File: config.mk
export PLATFORM = sky130hd
export DESIGN_NAME = ec_point_add
export DESIGN_NICKNAME = d
export VERILOG_FILES = /design/src/rtl/ec_point_add.sv
export SDC_FILE = /design/constraint.sdc
export NUM_CORES = 1
export LEC_CHECK = 0
export ABC_CLOCK_PERIOD_IN_PS = 10600
export CORE_AREA = 2 2 182 184
export DETAILED_ROUTE_END_ITERATION = 8
export DIE_AREA = 0 0 184 186
export PLACE_DENSITY = 0.42
export RECOVER_POWER = 25
export SYNTH_ARGS = -nofsm -noshare
export SYNTH_HDL_FRONTEND = slang
export SYNTH_SLANG_ARGS = --single-unit
File: constraint.sdc
create_clock -name Clk -period 10.6 [get_ports Clk]
set_input_delay 1.06 -clock Clk [delete_from_list [all_inputs] [get_ports Clk]]
set_output_delay 1.06 -clock Clk [all_outputs]
set_load 0.005 [all_outputs]
File: src/rtl/ec_point_add.sv
// Elliptic-curve point addition/doubling over GF(p) for y^2 = x^3 + b (a = 0).
// All modular products share one sequential MSB-first shift-add multiplier.
module ec_point_add #(
  parameter int unsigned W = 5,
  parameter int unsigned B = 7
) (
  input  logic         Clk,
  input  logic         Reset,
  input  logic         start,
  input  logic [W-1:0] p,
  input  logic [W-1:0] x1,
  input  logic [W-1:0] y1,
  input  logic         inf1,
  input  logic [W-1:0] x2,
  input  logic [W-1:0] y2,
  input  logic         inf2,
  output logic [W-1:0] x3,
  output logic [W-1:0] y3,
  output logic         inf3,
  output logic         busy,
  output logic         done,
  output logic         err
);

  localparam int unsigned CW = (W > 1) ? $clog2(W) : 1;

  // b cancels out of the a=0 add/double formulas; only its range is sanity-checked here.
  if (B >= (64'd1 << W)) begin : g_b_wider_than_field
  end

  typedef enum logic [2:0] {
    S_IDLE, S_CHECK, S_PREP, S_INV, S_LAMBDA, S_CALC_X, S_CALC_Y, S_FINISH
  } state_t;

  // (a + b) mod m for a, b < m
  function automatic logic [W-1:0] mod_add(input logic [W-1:0] a, input logic [W-1:0] b,
                                           input logic [W-1:0] m);
    logic [W:0] s;
    s = {1'b0, a} + {1'b0, b};
    if (s >= {1'b0, m}) s = s - {1'b0, m};
    return s[W-1:0];
  endfunction

  // (a - b) mod m for a, b < m
  function automatic logic [W-1:0] mod_sub(input logic [W-1:0] a, input logic [W-1:0] b,
                                           input logic [W-1:0] m);
    logic [W:0] s;
    s = {1'b0, a} - {1'b0, b};
    if (a < b) s = s + {1'b0, m};
    return s[W-1:0];
  endfunction

  state_t         state_q, state_d;
  logic [W-1:0]   p_q, p_d, x1_q, x1_d, y1_q, y1_d, x2_q, x2_d, y2_q, y2_d;
  logic           inf1_q, inf1_d, inf2_q, inf2_d, dbl_q, dbl_d;
  logic [W-1:0]   num_q, num_d, den_q, den_d, r_q, r_d, lam_q, lam_d;
  logic [CW-1:0]  bit_q, bit_d;
  logic           mphase_q, mphase_d;
  logic [W-1:0]   rx_q, rx_d, ry_q, ry_d;
  logic           rinf_q, rinf_d, rerr_q, rerr_d;
  logic [W-1:0]   x3_q, x3_d, y3_q, y3_d;
  logic           inf3_q, inf3_d, err_q, err_d, busy_q, busy_d, done_q, done_d;

  logic [W-1:0]   mul_a_q, mul_a_d, mul_b_q, mul_b_d, mul_acc_q, mul_acc_d;
  logic [CW-1:0]  mul_cnt_q, mul_cnt_d;
  logic           mul_run_q, mul_run_d;
  logic           mul_go_c, mul_done_c;
  logic [W-1:0]   mul_a_c, mul_b_c, mul_res_c;
  logic [W:0]     mul_t, mul_u;

  logic [W-1:0]   exp_c;
  logic           coord_bad_c;

  assign exp_c = p_q - W'(2);
  assign coord_bad_c = (!inf1_q && ((x1_q >= p_q) || (y1_q >= p_q))) ||
                       (!inf2_q && ((x2_q >= p_q) || (y2_q >= p_q)));

  // One multiplier step: acc = 2*acc (+ a if current b bit) mod p, MSB first
  always_comb begin
    mul_t = {mul_acc_q, 1'b0};
    if (mul_t >= {1'b0, p_q}) mul_t = mul_t - {1'b0, p_q};
    mul_u = mul_t + (mul_b_q[mul_cnt_q] ? {1'b0, mul_a_q} : '0);
    if (mul_u >= {1'b0, p_q}) mul_u = mul_u - {1'b0, p_q};
    mul_res_c  = mul_u[W-1:0];
    mul_done_c = mul_run_q && (mul_cnt_q == '0);
  end

  // Multiplier sequencing: load on go, then W step cycles
  always_comb begin
    mul_a_d   = mul_a_q;
    mul_b_d   = mul_b_q;
    mul_acc_d = mul_acc_q;
    mul_cnt_d = mul_cnt_q;
    mul_run_d = mul_run_q;
    if (mul_go_c) begin
      mul_a_d   = mul_a_c;
      mul_b_d   = mul_b_c;
      mul_acc_d = '0;
      mul_cnt_d = CW'(W - 1);
      mul_run_d = 1'b1;
    end else if (mul_run_q) begin
      mul_acc_d = mul_res_c;
      mul_cnt_d = mul_cnt_q - CW'(1);
      if (mul_cnt_q == '0) mul_run_d = 1'b0;
    end
  end

  // Main control: special cases, slope, inversion and result assembly
  always_comb begin
    state_d  = state_q;
    p_d      = p_q;
    x1_d     = x1_q;
    y1_d     = y1_q;
    inf1_d   = inf1_q;
    x2_d     = x2_q;
    y2_d     = y2_q;
    inf2_d   = inf2_q;
    dbl_d    = dbl_q;
    num_d    = num_q;
    den_d    = den_q;
    r_d      = r_q;
    lam_d    = lam_q;
    bit_d    = bit_q;
    mphase_d = mphase_q;
    rx_d     = rx_q;
    ry_d     = ry_q;
    rinf_d   = rinf_q;
    rerr_d   = rerr_q;
    x3_d     = x3_q;
    y3_d     = y3_q;
    inf3_d   = inf3_q;
    err_d    = err_q;
    busy_d   = busy_q;
    done_d   = 1'b0;
    mul_go_c = 1'b0;
    mul_a_c  = '0;
    mul_b_c  = '0;

    case (state_q)
      S_IDLE: begin
        if (start) begin
          p_d     = p;
          x1_d    = x1;
          y1_d    = y1;
          inf1_d  = inf1;
          x2_d    = x2;
          y2_d    = y2;
          inf2_d  = inf2;
          busy_d  = 1'b1;
          state_d = S_CHECK;
        end
      end
      S_CHECK: begin
        rx_d    = '0;
        ry_d    = '0;
        rinf_d  = 1'b0;
        rerr_d  = 1'b0;
        state_d = S_FINISH;
        if (coord_bad_c) begin
          rerr_d = 1'b1;
          rinf_d = 1'b1;
        end else if (inf1_q) begin
          rinf_d = inf2_q;
          rx_d   = inf2_q ? '0 : x2_q;
          ry_d   = inf2_q ? '0 : y2_q;
        end else if (inf2_q) begin
          rx_d = x1_q;
          ry_d = y1_q;
        end else if ((x1_q == x2_q) && ((y1_q != y2_q) || (y1_q == '0))) begin
          rinf_d = 1'b1;
        end else begin
          dbl_d   = (x1_q == x2_q);
          state_d = S_PREP;
        end
      end
      S_PREP: begin
        if (!dbl_q) begin
          num_d    = mod_sub(y2_q, y1_q, p_q);
          den_d    = mod_sub(x2_q, x1_q, p_q);
          r_d      = W'(1);
          bit_d    = CW'(W - 1);
          mphase_d = 1'b0;
          state_d  = S_INV;
        end else if (!mul_run_q) begin
          mul_go_c = 1'b1;
          mul_a_c  = x1_q;
          mul_b_c  = x1_q;
        end else if (mul_done_c) begin
          num_d    = mod_add(mod_add(mul_res_c, mul_res_c, p_q), mul_res_c, p_q);
          den_d    = mod_add(y1_q, y1_q, p_q);
          r_d      = W'(1);
          bit_d    = CW'(W - 1);
          mphase_d = 1'b0;
          state_d  = S_INV;
        end
      end
      S_INV: begin
        if (!mul_run_q) begin
          mul_go_c = 1'b1;
          mul_a_c  = r_q;
          mul_b_c  = mphase_q ? den_q : r_q;
        end else if (mul_done_c) begin
          r_d = mul_res_c;
          if (!mphase_q && exp_c[bit_q]) begin
            mphase_d = 1'b1;
          end else begin
            mphase_d = 1'b0;
            if (bit_q == '0) state_d = S_LAMBDA;
            else             bit_d   = bit_q - CW'(1);
          end
        end
      end
      S_LAMBDA: begin
        if (!mul_run_q) begin
          mul_go_c = 1'b1;
          mul_a_c  = num_q;
          mul_b_c  = r_q;
        end else if (mul_done_c) begin
          lam_d   = mul_res_c;
          state_d = S_CALC_X;
        end
      end
      S_CALC_X: begin
        if (!mul_run_q) begin
          mul_go_c = 1'b1;
          mul_a_c  = lam_q;
          mul_b_c  = lam_q;
        end else if (mul_done_c) begin
          rx_d    = mod_sub(mod_sub(mul_res_c, x1_q, p_q), x2_q, p_q);
          state_d = S_CALC_Y;
        end
      end
      S_CALC_Y: begin
        if (!mul_run_q) begin
          mul_go_c = 1'b1;
          mul_a_c  = lam_q;
          mul_b_c  = mod_sub(x1_q, rx_q, p_q);
        end else if (mul_done_c) begin
          ry_d    = mod_sub(mul_res_c, y1_q, p_q);
          state_d = S_FINISH;
        end
      end
      S_FINISH: begin
        x3_d    = rx_q;
        y3_d    = ry_q;
        inf3_d  = rinf_q;
        err_d   = rerr_q;
        done_d  = 1'b1;
        busy_d  = 1'b0;
        state_d = S_IDLE;
      end
      default: state_d = S_IDLE;
    endcase
  end

  // State and datapath registers
  always_ff @(posedge Clk or posedge Reset) begin
    if (Reset) begin
      state_q   <= S_IDLE;
      p_q       <= '0;
      x1_q      <= '0;
      y1_q      <= '0;
      inf1_q    <= 1'b0;
      x2_q      <= '0;
      y2_q      <= '0;
      inf2_q    <= 1'b0;
      dbl_q     <= 1'b0;
      num_q     <= '0;
      den_q     <= '0;
      r_q       <= '0;
      lam_q     <= '0;
      bit_q     <= '0;
      mphase_q  <= 1'b0;
      rx_q      <= '0;
      ry_q      <= '0;
      rinf_q    <= 1'b0;
      rerr_q    <= 1'b0;
      x3_q      <= '0;
      y3_q      <= '0;
      inf3_q    <= 1'b0;
      err_q     <= 1'b0;
      busy_q    <= 1'b0;
      done_q    <= 1'b0;
      mul_a_q   <= '0;
      mul_b_q   <= '0;
      mul_acc_q <= '0;
      mul_cnt_q <= '0;
      mul_run_q <= 1'b0;
    end else begin
      state_q   <= state_d;
      p_q       <= p_d;
      x1_q      <= x1_d;
      y1_q      <= y1_d;
      inf1_q    <= inf1_d;
      x2_q      <= x2_d;
      y2_q      <= y2_d;
      inf2_q    <= inf2_d;
      dbl_q     <= dbl_d;
      num_q     <= num_d;
      den_q     <= den_d;
      r_q       <= r_d;
      lam_q     <= lam_d;
      bit_q     <= bit_d;
      mphase_q  <= mphase_d;
      rx_q      <= rx_d;
      ry_q      <= ry_d;
      rinf_q    <= rinf_d;
      rerr_q    <= rerr_d;
      x3_q      <= x3_d;
      y3_q      <= y3_d;
      inf3_q    <= inf3_d;
      err_q     <= err_d;
      busy_q    <= busy_d;
      done_q    <= done_d;
      mul_a_q   <= mul_a_d;
      mul_b_q   <= mul_b_d;
      mul_acc_q <= mul_acc_d;
      mul_cnt_q <= mul_cnt_d;
      mul_run_q <= mul_run_d;
    end
  end

  assign x3   = x3_q;
  assign y3   = y3_q;
  assign inf3 = inf3_q;
  assign busy = busy_q;
  assign done = done_q;
  assign err  = err_q;

endmodule

==> flow_summary.toml <==
[global_route]
grt_pass1_wl_um = 46170
antenna_found_initial = 0
grt_max_degree = 64
track_usage_pct = 17.89
grt_pass1_vias = 7625
grt-ovfl-total = 0

[detailed_routing]
routedWlPerCell_um = 19.86
drt.antenna.violating_nets = 0
routed_wl_um = 29360
drtIter0Drc = 556
drt-pass1-iter-count = 6
avgViaCountPerCell = 5.164
num_vias = 7633
drc = 0

[die]
rows = 66
io_pins = 44
fp.dieH_um = 186
dieArea_mm2 = 0.03422
die_x_um = 184
core_area_mm2 = 0.03221
start_util_pct = 27.73

[clock_tree]
cts_max_path_buffers = 2
clk_latency_ns = 0.37
clk_pin_slew_ns = 0.08
htreeDepth = 3
holdBufCountCts = 0
clock-root-buffer = "clkbuf_16"
post_cts_resize_count = 0
tritoncts = "yes"
cts.sinks = 100
post_cts_buffers = 0
numCtsBuffers = 9

[sta]
rsz0062_at_grt = "no"
fin_tns_setup_ns = 0
finalCritPeriodShare_pct = 89.61
maxSlewHeadroom_pct = -21.62
drv_slew = 39
skew_ns = 0.01288
max_freq_mhz = 105.3
worst_pin_slew_ns = 1.814
setup_viol_count_final = 0
period_needed_ns = 9.498
finalHoldViolCount = 0

[synthesis]
async_flop_share_pct = 100.0
synth_area_per_cell_um2 = 8.620
syn_nets = 1199
synth_cells = 1036
synth_top_cell_area_share_pct = 28.02
synth_cell_type_count = 73
ys_seq_area_share_pct = 28.02
synthTopCellsByArea = "dfrtp_1 28%, ha_1 16%, nand2_1 5.2%"
synth_edf_count = 0
synth_top_cell_by_area = "dfrtp_1"
syn_area_mm2 = 0.008930
synth_most_common_cell = "nand2_1"
synth-seq-cells = 100
yosys_warnings = 0
netlist_top_cells_count = "124 x nand2_1, 114 x ha_1, 100 x dfrtp_1"
synth-main-ff-cell = "dfrtp_1"

[critical_path]
worstPathArrival_ns = 9.72
crit_type = "register to register"
required_ns = 10.82
cp-end-kind = "register"
critPathMaxFanout = 10
rrSetupSlack_ns = 1.10
critPathLaunchType = "register"
slowest_delay_ns = 0.66
cp_slowest_cell = "dfrtp_1"

[final_layout]
nets = 1229
drive_gt1_share_pct = 4.766
n_antenna_cell = 0
stdcell_area_mm2 = 0.01012
fillers = 3391
area_growth_pct = 13.31
seq_area_mm2 = 0.002502
fin_cells = 1478
multi_input_area_mm2 = 0.005973

[run_status]
violations = "capacitance limit, slew limit"
status = "finished with violations"

[placement]
place_congestion = 0.8318
dp.cells = 1463
place_hpwl_um = 22380
placed_cell_area_mm2 = 0.009817
port_buffers = 43

[run]
drv_cap = 1

[hold_path]
hold_class = "register to register"
==> worst max-delay path, delay by kind of cell (launching register included) <==
family | cells | cell delay, ns
fa+ha+maj | 6 | 2.48
simple gates | 4 | 0.74
xor+xnor | 1 | 0.18
mux | 3 | 1.08
flops | 1 | 0.66
buf+inv | 3 | 0.79
compound gates | 17 | 3.41
==> cells by family (layout without fill, tap and decap cells) <==
family	Yosys count	after routing	synth area share, %
mux	30	30	3.839
buf+inv	116	150	5.016
fa+ha+maj	133	133	20.23
simple gates	286	286	14.67
xor+xnor	58	58	5.689
compound gates	313	313	22.53
flops	100	100	28.02
==> layout by cell type, fill, tap and decap left out, types with 18 or more instances in the layout <==
| cell | n |
|---|---|
| ha_1 | 114 |
| inv_1 | 80 |
| dfrtp_1 | 100 |
| clkdlybuf4s50_1 | 41 |
| nand2_1 | 124 |
| xor2_1 | 18 |
| o22ai_1 | 20 |
| fa_1 | 19 |
| a21o_1 | 33 |
| nor2_1 | 66 |
| o21ai_0 | 85 |
| a21oi_1 | 68 |
| xnor2_1 | 40 |
| nand3_1 | 24 |
==> layout make-up <==
class                           instances  area share, %
Multi-Input combinational cell        820          59.03
Sequential cell                       100          24.73
Tap cell                              408          5.045
Timing Repair Buffer                   53          4.921
Inverter                               82          3.054
Clock buffer                            9          2.226
Clock inverter                          6         0.9892
==> per-stage QoR <==
step                      utilization, %  hold slack, ns  setup slack (ns)
after floorplan                        -          0.4331             1.737
after global placement             30.48          0.4609             1.383
after detailed placement           30.48          0.4523             1.155
after CTS                          31.49          0.4855             1.077
after global routing               31.42          0.5143            0.3274
final                              31.42          0.4833             1.102
==> routing by layer <==
layer	vias to the layer above	track usage (%)	share of wire, %
li1	3775	-	-
met2	150	30.17	47
met4	0	3.808	1.3
met3	19	2.054	3.4
met5	-	0	0
met1	3689	24.62	48
==> worst paths after layout <==
kind / start / cells after the start / to
worst max-delay path: p_q[3]$_DFFE_PP0P_ / 34 / num_q[3]$_DFFE_PP0P_
worst min-delay path: busy$_DFFE_PP0P_ / 1 / busy$_DFFE_PP0P_
worst max register to register: p_q[3]$_DFFE_PP0P_ / 34 / num_q[3]$_DFFE_PP0P_
worst min register to register: busy$_DFFE_PP0P_ / 1 / busy$_DFFE_PP0P_
max in group asynchronous: Reset / 3 / dbl_q$_DFFE_PP0P_
min in group asynchronous: Reset / 2 / mul_cnt_q[1]$_DFFE_PP0P_
Power is left out: the tool's default activity adds up to more than one toggle a clock period on the data nets, which glitch-free logic cannot reach.
